===== src/rtl/ex_muldiv_unit_pkg.sv =====
// Shared definitions for the EX-stage multiply/divide unit.
// - MD_WORD, MD_TAG_W, MD_MUL_LAT: default datapath width, tag width and multiplier depth.
// - MD_OP_*: 3-bit op encodings. Encoding 7 is reserved and executes as MUL_W.
// - md_state_e: FSM state encodings.
// - Decode helpers shared by the unit and anything that issues to it.
package ex_muldiv_unit_pkg;

  localparam int unsigned MD_WORD    = 32;
  localparam int unsigned MD_TAG_W   = 5;
  localparam int unsigned MD_MUL_LAT = 2;

  localparam logic [2:0] MD_OP_MUL_W   = 3'd0;
  localparam logic [2:0] MD_OP_MULH_W  = 3'd1;
  localparam logic [2:0] MD_OP_MULH_WU = 3'd2;
  localparam logic [2:0] MD_OP_DIV_W   = 3'd3;
  localparam logic [2:0] MD_OP_MOD_W   = 3'd4;
  localparam logic [2:0] MD_OP_DIV_WU  = 3'd5;
  localparam logic [2:0] MD_OP_MOD_WU  = 3'd6;

  typedef enum logic [2:0] {
    StIdle,
    StMul,
    StDiv,
    StFix,
    StDone
  } md_state_e;

  function automatic logic md_is_div(input logic [2:0] op);
    return (op == MD_OP_DIV_W) || (op == MD_OP_MOD_W) ||
           (op == MD_OP_DIV_WU) || (op == MD_OP_MOD_WU);
  endfunction

  function automatic logic md_is_mod(input logic [2:0] op);
    return (op == MD_OP_MOD_W) || (op == MD_OP_MOD_WU);
  endfunction

  function automatic logic md_is_signed_div(input logic [2:0] op);
    return (op == MD_OP_DIV_W) || (op == MD_OP_MOD_W);
  endfunction

  // Low-half result: MUL_W and the reserved encoding.
  function automatic logic md_is_mul_low(input logic [2:0] op);
    return (op == MD_OP_MUL_W) || (op == 3'd7);
  endfunction

endpackage


===== src/rtl/muldiv_div_core.sv =====
// Iterative radix-2 restoring divider on unsigned operands, one quotient bit per cycle.
// Ports:
// - clk, rst       clock, synchronous active-high reset (also used to abort)
// - start          load dividend/divisor and begin WORD iterations
// - dividend       unsigned dividend, sampled on start
// - divisor        unsigned non-zero divisor, sampled on start
// - busy           high for the WORD iteration cycles after start
// - quotient       final quotient once busy falls
// - remainder      final remainder once busy falls
module muldiv_div_core #(
  parameter int unsigned WORD = 32
) (
  input  logic            clk,
  input  logic            rst,
  input  logic            start,
  input  logic [WORD-1:0] dividend,
  input  logic [WORD-1:0] divisor,
  output logic            busy,
  output logic [WORD-1:0] quotient,
  output logic [WORD-1:0] remainder
);

  localparam int unsigned CNT_W = $clog2(WORD + 1);
  localparam logic [CNT_W-1:0] LAST = CNT_W'(WORD - 1);

  logic [WORD-1:0]  dsr;
  logic [CNT_W-1:0] cnt;
  logic [WORD:0]    trial;

  // Shifted partial remainder minus divisor; the MSB is the borrow (restore when set).
  always_comb begin
    trial = {remainder, quotient[WORD-1]} - {1'b0, dsr};
  end

  always_ff @(posedge clk) begin
    if (rst) begin
      busy      <= 1'b0;
      quotient  <= '0;
      remainder <= '0;
      dsr       <= '0;
      cnt       <= '0;
    end else if (start) begin
      busy      <= 1'b1;
      quotient  <= dividend;
      remainder <= '0;
      dsr       <= divisor;
      cnt       <= '0;
    end else if (busy) begin
      if (!trial[WORD]) begin
        remainder <= trial[WORD-1:0];
        quotient  <= {quotient[WORD-2:0], 1'b1};
      end else begin
        remainder <= {remainder[WORD-2:0], quotient[WORD-1]};
        quotient  <= {quotient[WORD-2:0], 1'b0};
      end
      cnt <= cnt + CNT_W'(1);
      if (cnt == LAST) begin
        busy <= 1'b0;
      end
    end
  end

endmodule


===== src/rtl/ex_muldiv_unit.sv =====
// Multi-cycle multiply/divide unit beside the EX ALU. One operation at a time; EX is
// stalled until the registered result is presented for exactly one cycle.
// Ports:
// - clk, rst                 clock, synchronous active-high reset
// - flush                    kills the in-flight operation
// - in_valid, op, src_a,     EX holds a mul/div instruction with forwarded operands
//   src_b, tag_in            and its destination register tag
// - stall                    hold IF..EX this cycle
// - out_valid                one-cycle result pulse (state DONE)
// - out_data, out_tag        registered result and tag, meaningful when out_valid
module ex_muldiv_unit
  import ex_muldiv_unit_pkg::*;
#(
  parameter int unsigned WORD    = MD_WORD,
  parameter int unsigned MUL_LAT = MD_MUL_LAT,
  parameter int unsigned TAG_W   = MD_TAG_W
) (
  input  logic             clk,
  input  logic             rst,
  input  logic             flush,
  input  logic             in_valid,
  input  logic [2:0]       op,
  input  logic [WORD-1:0]  src_a,
  input  logic [WORD-1:0]  src_b,
  input  logic [TAG_W-1:0] tag_in,
  output logic             stall,
  output logic             out_valid,
  output logic [WORD-1:0]  out_data,
  output logic [TAG_W-1:0] out_tag
);

  localparam int unsigned CNT_W = $clog2(WORD + 1);
  localparam logic [CNT_W-1:0] DIV_LAST = CNT_W'(WORD - 1);
  localparam logic [CNT_W-1:0] MUL_LAST = CNT_W'(MUL_LAT - 1);

  md_state_e        state;
  logic [CNT_W-1:0] cnt;
  logic [2:0]       op_q;
  logic [WORD-1:0]  a_q;
  logic [TAG_W-1:0] tag_q;
  logic             q_neg, r_neg, dz;

  logic                   accept, div_op, div_zero, a_neg, b_neg;
  logic [WORD-1:0]        a_mag, b_mag;
  logic [WORD:0]          mul_a, mul_b;
  logic signed [2*WORD-1:0] mul_ax, mul_bx, prod;
  logic [2*WORD-1:0]      mul_pipe [MUL_LAT];
  logic [2*WORD-1:0]      mul_top;
  logic [WORD-1:0]        mul_res, fix_res, quo, rem;
  logic                   div_busy;

  always_comb begin
    accept   = (state == StIdle) && in_valid && !flush;
    div_op   = md_is_div(op);
    div_zero = div_op && (src_b == '0);
    a_neg    = md_is_signed_div(op) && src_a[WORD-1];
    b_neg    = md_is_signed_div(op) && src_b[WORD-1];
    a_mag    = a_neg ? -src_a : src_a;
    b_mag    = b_neg ? -src_b : src_b;
    // (WORD+1)-bit operands: sign-extend except for MULH_WU, which zero-extends.
    mul_a    = {(op != MD_OP_MULH_WU) && src_a[WORD-1], src_a};
    mul_b    = {(op != MD_OP_MULH_WU) && src_b[WORD-1], src_b};
    mul_ax   = {{(WORD-1){mul_a[WORD]}}, mul_a};
    mul_bx   = {{(WORD-1){mul_b[WORD]}}, mul_b};
    prod     = mul_ax * mul_bx;
  end

  always_comb begin
    mul_top = mul_pipe[MUL_LAT-1];
    mul_res = md_is_mul_low(op_q) ? mul_top[WORD-1:0] : mul_top[2*WORD-1:WORD];
    if (dz) begin
      fix_res = md_is_mod(op_q) ? a_q : '1;
    end else if (md_is_mod(op_q)) begin
      fix_res = r_neg ? -rem : rem;
    end else begin
      fix_res = q_neg ? -quo : quo;
    end
  end

  assign stall     = accept || (state == StMul) || (state == StDiv) || (state == StFix);
  assign out_valid = (state == StDone);

  muldiv_div_core #(
    .WORD(WORD)
  ) u_div_core (
    .clk      (clk),
    .rst      (rst || flush),
    .start    (accept && div_op && !div_zero),
    .dividend (a_mag),
    .divisor  (b_mag),
    .busy     (div_busy),
    .quotient (quo),
    .remainder(rem)
  );

  // Product enters the chain on the accept edge so the last stage is ready in the final MUL cycle.
  always_ff @(posedge clk) begin
    if (rst) begin
      for (int k = 0; k < MUL_LAT; k++) begin
        mul_pipe[k] <= '0;
      end
    end else begin
      if (accept) begin
        mul_pipe[0] <= prod;
      end
      for (int k = 1; k < MUL_LAT; k++) begin
        mul_pipe[k] <= mul_pipe[k-1];
      end
    end
  end

  always_ff @(posedge clk) begin
    if (rst) begin
      state    <= StIdle;
      cnt      <= '0;
      op_q     <= '0;
      a_q      <= '0;
      tag_q    <= '0;
      q_neg    <= 1'b0;
      r_neg    <= 1'b0;
      dz       <= 1'b0;
      out_data <= '0;
      out_tag  <= '0;
    end else if (flush) begin
      state <= StIdle;
      cnt   <= '0;
    end else begin
      unique case (state)
        StIdle: begin
          if (in_valid) begin
            op_q  <= op;
            a_q   <= src_a;
            tag_q <= tag_in;
            q_neg <= a_neg ^ b_neg;
            r_neg <= a_neg;
            dz    <= div_zero;
            cnt   <= '0;
            if (!div_op) begin
              state <= StMul;
            end else if (div_zero) begin
              state <= StFix;
            end else begin
              state <= StDiv;
            end
          end
        end
        StMul: begin
          if (cnt == MUL_LAST) begin
            out_data <= mul_res;
            out_tag  <= tag_q;
            cnt      <= '0;
            state    <= StDone;
          end else begin
            cnt <= cnt + CNT_W'(1);
          end
        end
        StDiv: begin
          // The core finishes on the same cycle the counter reaches its last iteration.
          if (cnt == DIV_LAST || !div_busy) begin
            cnt   <= '0;
            state <= StFix;
          end else begin
            cnt <= cnt + CNT_W'(1);
          end
        end
        StFix: begin
          out_data <= fix_res;
          out_tag  <= tag_q;
          state    <= StDone;
        end
        StDone: begin
          state <= StIdle;
        end
        default: begin
          state <= StIdle;
        end
      endcase
    end
  end

endmodule


===== config.mk =====
export PLATFORM = sky130hd
export DESIGN_NAME = ex_muldiv_unit
export DESIGN_NICKNAME = d
export VERILOG_FILES = /design/src/rtl/ex_muldiv_unit_pkg.sv /design/src/rtl/muldiv_div_core.sv /design/src/rtl/ex_muldiv_unit.sv
export SDC_FILE = /design/constraint.sdc
export NUM_CORES = 2
export LEC_CHECK = 0
export ABC_AREA = 1
export CAP_MARGIN = 10
export CORE_MARGIN = 2
export CORE_UTILIZATION = 45
export CTS_BUF_LIST = sky130_fd_sc_hd__clkbuf_4
export DETAILED_ROUTE_END_ITERATION = 12
export SLEW_MARGIN = 20
export SYNTH_ARGS = -nofsm -noshare
export SYNTH_HDL_FRONTEND = slang
export SYNTH_HIERARCHICAL = 1
export SYNTH_SLANG_ARGS = --single-unit

===== constraint.sdc =====
create_clock -name clk -period 13.36 [get_ports clk]
set_clock_uncertainty 0.1 [all_clocks]
set_input_delay 1.336 -clock clk [delete_from_list [all_inputs] [get_ports clk]]
set_output_delay 1.336 -clock clk [all_outputs]
set_load 0.03 [all_outputs]

### After elaboration in Yosys (flattened, before gate mapping)

Memory sizes are Yosys's and may differ from the RTL's.
Cells that the tools add are included.

* flip-flop bits (word level): 192
* bits in writable memories: 128
* memories kept: 1
* word-level logic and storage cells: 117
* output and inout bits: 39

* bitwise logic cells: 4
* $mul: 1
* reduce and logical (&&, ||, !) cells: 34
* multiplexer cells: 37
* equality and inequality tests: 18
* add/sub/neg operators: 7

Memory list
* mul_pipe: words 2, width 64, rd ports 2, clocked after Yosys merged registers in 0, write ports 2, line ex_muldiv_unit.sv:47 `logic [2*WORD-1:0] mul_pipe [MUL_LAT];`

Operators with widths (number)
* two-way mux 32 bit: 12
* two-way mux 64 bit: 2
* negator 32 bit: 4
* multiplier 33 x 33 -> 64 bit: 1
* case mux 32 bit (2 select lines): 1
* subtractor 33 x 32 -> 33 bit: 1
* logical NOT 32 bit: 1
* == test 3 bit, second input constant: 7
* two-way mux 6 bit: 3
* case mux 6 bit (3 select lines): 1
* adder 6 x 1 -> 6 bit, second input constant: 2
* == test 6 x 5 -> 1 bit, second input constant: 2
* case mux 3 bit (4 select lines): 1
* two-way mux 1 bit: 11
* logical OR 1 bit: 10
* case mux 5 bit (2 select lines): 1
* == test 3 x 2 -> 1 bit, second input constant: 3
* logical AND 1 bit: 9
* two-way mux 3 bit: 3
* AND reduction 3 bit: 3
* == test 6 x 1 -> 1 bit, second input constant: 1
* logical NOT 3 bit: 2
* two-way mux 5 bit: 1
* != test 2 x 1 -> 1 bit, second input constant: 2
* other kinds (12): 17

### Logic depth before layout (Yosys ltp)

* word-level depth: 9
* depth in mapped cells: 36
* depth with buffers taken out: 34

### Cells and area by module

Netlist, hierarchy kept.

Modules (own cells, without submodules)
* ex_muldiv_unit: seq. area each 5625.4 µm², cells each 6709, times used 1, area an instance 52182.5 µm²
* muldiv_div_core: seq. area each 2062.0 µm², cells each 1209, times used 1, area an instance 7118.1 µm²

### Worst setup path after synthesis

No wires, ideal clock.

* path kind: in2reg
* start: input op[0]
* end: memory mul_pipe[0][55] (netlist name), data pin
* buffers on the path: 2
* path slack: 4.738 ns
* library setup time: 0.253 ns
* stages: 30
* data required time: 13.007 ns
* arrival time: 8.269 ns
* cell sequence: inv_1 -> nand3_1 -> clkbuf_1 -> nand2_1 -> inv_1 -> clkbuf_1 -> nand2_1 -> inv_1 -> fa_1 -> fa_1 -> fa_1 -> fa_1 -> inv_1 -> fa_1 -> fa_1 -> fa_1 -> fa_1 -> inv_1 -> ha_1 -> nand2_1 -> nor2_1 -> inv_1 -> nor2_1 -> inv_1 -> nor4_1 -> nand2_1 -> nand3_1 -> nand2_1 -> nand2_1 -> nor2_1

RTL lines
* start, declared: line ex_muldiv_unit.sv:22 `input logic [2:0] op,`
* end, declared: line ex_muldiv_unit.sv:47

==> impl_metrics.toml <==
[logic_synthesis]
synthAdderAreaFrac = 0.4331
netlist_instances = 7918
synth_edf_count = 128
synth_ff_type = "dfxtp_1"
ys_types = 58
syn_area_mm2 = 0.05930
synth_compound_area_frac = 0.06834
synth_xor_area_frac = 0.01329
synthMuxAreaShare = 0.0003376
syn-mean-instance-area_um2 = 7.489
synth-simple-area-share = 0.1962
synth_seq_cells = 320
async_reset_ff_frac = 0
synth_top_family_by_area = "adder cells"
ys_seq_area_frac = 0.1296
yosysWarnings = 6

[floorplanning]
core_area_mm2 = 0.1311
die_w_um = 367.0
pin_count = 115
num_rows = 133
dieHeight_um = 367.0
start_util = 0.4522
die_area_mm2 = 0.1347

[setup_path]
crit_fanout = 18
reg2reg_depth = 12
cp_num_buf_inv = 7
r2r_slack_ns = 9.96
critical-path-top-delay-family = "adder cells"
critical_path_class = "primary input to flip-flop"
endpoint_kind = "flip-flop"
cpMostUsedCell = "fa_1"
arrival_ns = 9.98
rr_endpoint = "u_div_core/cnt[5]$_SDFFE_PP0P_"
startpoint_type = "primary input"
rr_startpoint = "state[2]$_SDFFE_PP0P_"
required_ns = 13.83
max_stage_delay_ns = 1.16
cp_slowest_cell = "clkdlybuf4s50_1"
cp_cell_sequence = "clkdlybuf4s50_1 -> buf_4 -> nand2_1 -> inv_1 -> nand2_1 -> fa_1 -> fa_1 -> inv_1 -> fa_1 -> inv_1 -> fa_1 -> fa_1 -> fa_1 -> fa_1 -> fa_1 -> inv_1 -> ha_1 -> nand2_1 -> nor2_1 -> inv_1 -> nor3_1 -> nand3_1 -> a21oi_1 -> nor2_1"

[cts]
cts_setup_buffers = 0
cts-htree-levels = 3
root_buffer = "clkbuf_4"
cts_tree = "built"
ctsHoldBuffers = 0
cts_resized = 0
cts.sinks = 320
clk_pin_slew_worst_paths_ns = 0.07
worstSkewPairLatency_ns = 0.85
cts_buffer_depth = 3
tritoncts.num_buffers = 90

[status]
status = "completed"

[timing]
fin_crit_ns = 9.512
worst_pin_slew_ns = 1.129
period_share = 0.7120
fin_ws_ns = 3.848
max_freq_mhz = 105.1
setup_viol_count_final = 0
report.final.slew_viol_count = 0
hold_violations = 0
timing.slew.headroom = 0.2449
tns_ns = 0
rsz0062_at_grt = "false"

[worst_hold_path]
hold_path_depth = 2
min_from = "tag_q[4]$_SDFFE_PP0P_"
hp-class = "flip-flop to flip-flop"
holdPathEnd = "out_tag[4]$_SDFFE_PP0P_"

[global_routing]
grt-ovfl-total = 0
grt_pass1_wl_mm = 321.7
grt_max_degree = 86
grt_use_total = 0.3160
grt_antenna_before_repair = 4
grt_pass1_vias = 53220

[routing]
drc = 0
postRouteAntennaNets = 0
via_count = 50710
first_iter_violations = 4394
wl_mm = 208.2
dr.pass1.iters = 6
wl_per_cell_um = 21.41
vias_per_cell = 5.216

[placed_design]
gp_congestion = 0.9970
portBuffers = 114
hpwl_mm = 162.4
dp_slack_ns = 3.082

[cells_and_area]
fillers = 13490
syn2layout_area_growth_pct = 6.254
fin_nets = 9359
drive_above_1_share = 0.04168

[job]
drv_cap = 0
==> per-layer routing <==
metal,wire (µm),vias up,track usage
met3,15160,466,0.04902
met2,99090,2075,0.5324
met5,13,-,0
li1,-,23000,-
met4,11640,2,0.1508
met1,82260,25180,0.3975
==> logic make-up (layout without fill, tap and decap cells) <==
logic type                 after synthesis  count (layout)
and+or+nand+nor                       2909            2909
buffers and inverters                 2482            2466
adders and majority gates             1377            1377
AOI/OAI and AO/OA                      737             737
DFF                                    320             320
xor gates and xnor gates                90              90
muxes                                    2               2
other                                    1              67
==> flip-flops by register name (all words and copies together) (netlist names), 5 cells and up <==
register              count
u_div_core/remainder     32
out_tag                   5
u_div_core/dsr           32
mul_pipe                128
out_data                 32
tag_q                     5
u_div_core/quotient      32
a_q                      32
u_div_core/cnt            6
cnt                       6
==> cells in the mapped netlist, types with 3 or more instances <==
library cell,count,area share
o221ai_1,5,0.00074
a21oi_2,7,0.0010
a22oi_1,5,0.00063
buf_6,7,0.0013
edfxtp_1,128,0.065
clkinv_1,4,0.00025
nand3b_1,10,0.0013
or2_2,5,0.00053
nor2_1,541,0.034
xnor2_1,21,0.0031
o21ai_2,3,0.00044
inv_1,2093,0.13
xor2_1,69,0.010
o211ai_1,18,0.0023
o22ai_1,32,0.0034
nor4_1,8,0.00084
nor3_1,49,0.0041
nand3_2,4,0.00068
ha_1,251,0.053
nand2_4,4,0.00076
nor2_2,6,0.00063
nand3_1,247,0.021
dfxtp_1,192,0.065
buf_1,60,0.0038
inv_2,8,0.00051
a21oi_1,259,0.022
a31oi_1,38,0.0040
clkbuf_1,270,0.017
nor3b_1,3,0.00038
nand2_1,1977,0.13
and2_1,5,0.00053
nor3_2,6,0.0010
nand4_1,24,0.0025
buf_4,4,0.00051
o21a_1,18,0.0023
fa_1,1126,0.38
clkbuf_2,3,0.00025
o21ai_0,299,0.025
a21boi_0,3,0.00038
nand2_2,13,0.0014
buf_2,33,0.0028
o21ai_1,14,0.0012
o21bai_1,15,0.0019
o31ai_1,3,0.00038
a21o_1,11,0.0014
==> worst max path at each step <==
stage          startpoint                             to  slack [ns]  cells past startpoint
2_1_floorplan       op[0]  mul_pipe[0][55]$_SDFFCE_PN0P_        4.74                     30
3_5_place_dp    src_b[11]  mul_pipe[0][55]$_SDFFCE_PN0P_        3.08                     28
5_1_grt             op[0]  mul_pipe[0][56]$_SDFFCE_PN0P_        3.46                     25
6_report        src_b[11]  mul_pipe[0][56]$_SDFFCE_PN0P_        3.85                     24
4_1_cts             op[0]  mul_pipe[0][48]$_SDFFCE_PN0P_        3.98                     31
3_3_place_gp        op[0]  mul_pipe[0][48]$_SDFFCE_PN0P_        3.03                     31
==> stage by stage <==
step	util	std cells	hold slack, ns	area, µm²
5_1_grt	0.4805	9721	0.3103	63000
3_5_place_dp	0.4723	9569	0.3438	61930
2_1_floorplan	-	7981	0.3245	59540
4_1_cts	0.4804	9720	0.2864	63000
6_report	0.4805	9723	0.3089	63010
3_3_place_gp	0.4723	9569	0.3380	61930
==> layout make-up <==
| class | instances | area [µm²] | share of cell area |
|---|---|---|---|
| Antenna cell | 3 | 7.507 | 0.0001191 |
| Clock buffer | 125 | 938.4 | 0.01489 |
| Clock inverter | 26 | 128.9 | 0.002045 |
| Inverter | 2105 | 7901 | 0.1254 |
| Multi-Input combinational cell | 5179 | 42440 | 0.6736 |
| Sequential cell | 320 | 7687 | 0.1220 |
| Tap cell | 1755 | 2196 | 0.03485 |
| Timing Repair Buffer | 210 | 1709 | 0.02713 |
==> layout by cell type, fill, tap and decap left out, types with 5 or more instances in the layout <==
cell type / n
a21o_1: 11
o21ai_1: 14
buf_2: 29
or2_2: 5
edfxtp_1: 128
o21a_1: 18
nand4_1: 24
clkdlybuf4s50_1: 83
nand3b_1: 10
nor4_1: 8
o211ai_1: 18
a22oi_1: 5
nand2_4: 5
clkbuf_4: 125
inv_2: 10
o221ai_1: 5
nor3_2: 6
o22ai_1: 32
and2_1: 5
nor2_2: 7
a21oi_1: 259
conb_1: 64
nand3_1: 247
ha_1: 251
a21oi_2: 7
fa_1: 1125
inv_1: 2091
nor2_1: 539
xor2_1: 69
buf_4: 97
dfxtp_1: 192
o21bai_1: 15
a31oi_1: 38
nand2_1: 1976
nor3_1: 49
o21ai_0: 299
nand2_2: 13
xnor2_1: 21
clkinv_1: 20
==> worst register-to-register path, stage by stage, from the launching register on <==
cell and delay, ns:
dfxtp_1 0.36, nor2_1 0.11, nand2_1 0.08, nor3_2 0.10
buf_4 0.29, inv_1 0.16, nor2_2 0.12, buf_4 0.41
inv_1 0.11, buf_4 0.30, nand2_1 0.59, buf_4 0.42
nor3b_1 0.11
Power is not shown: default switching activity piles up to over one toggle a cycle in this logic, so the estimate is an artifact.
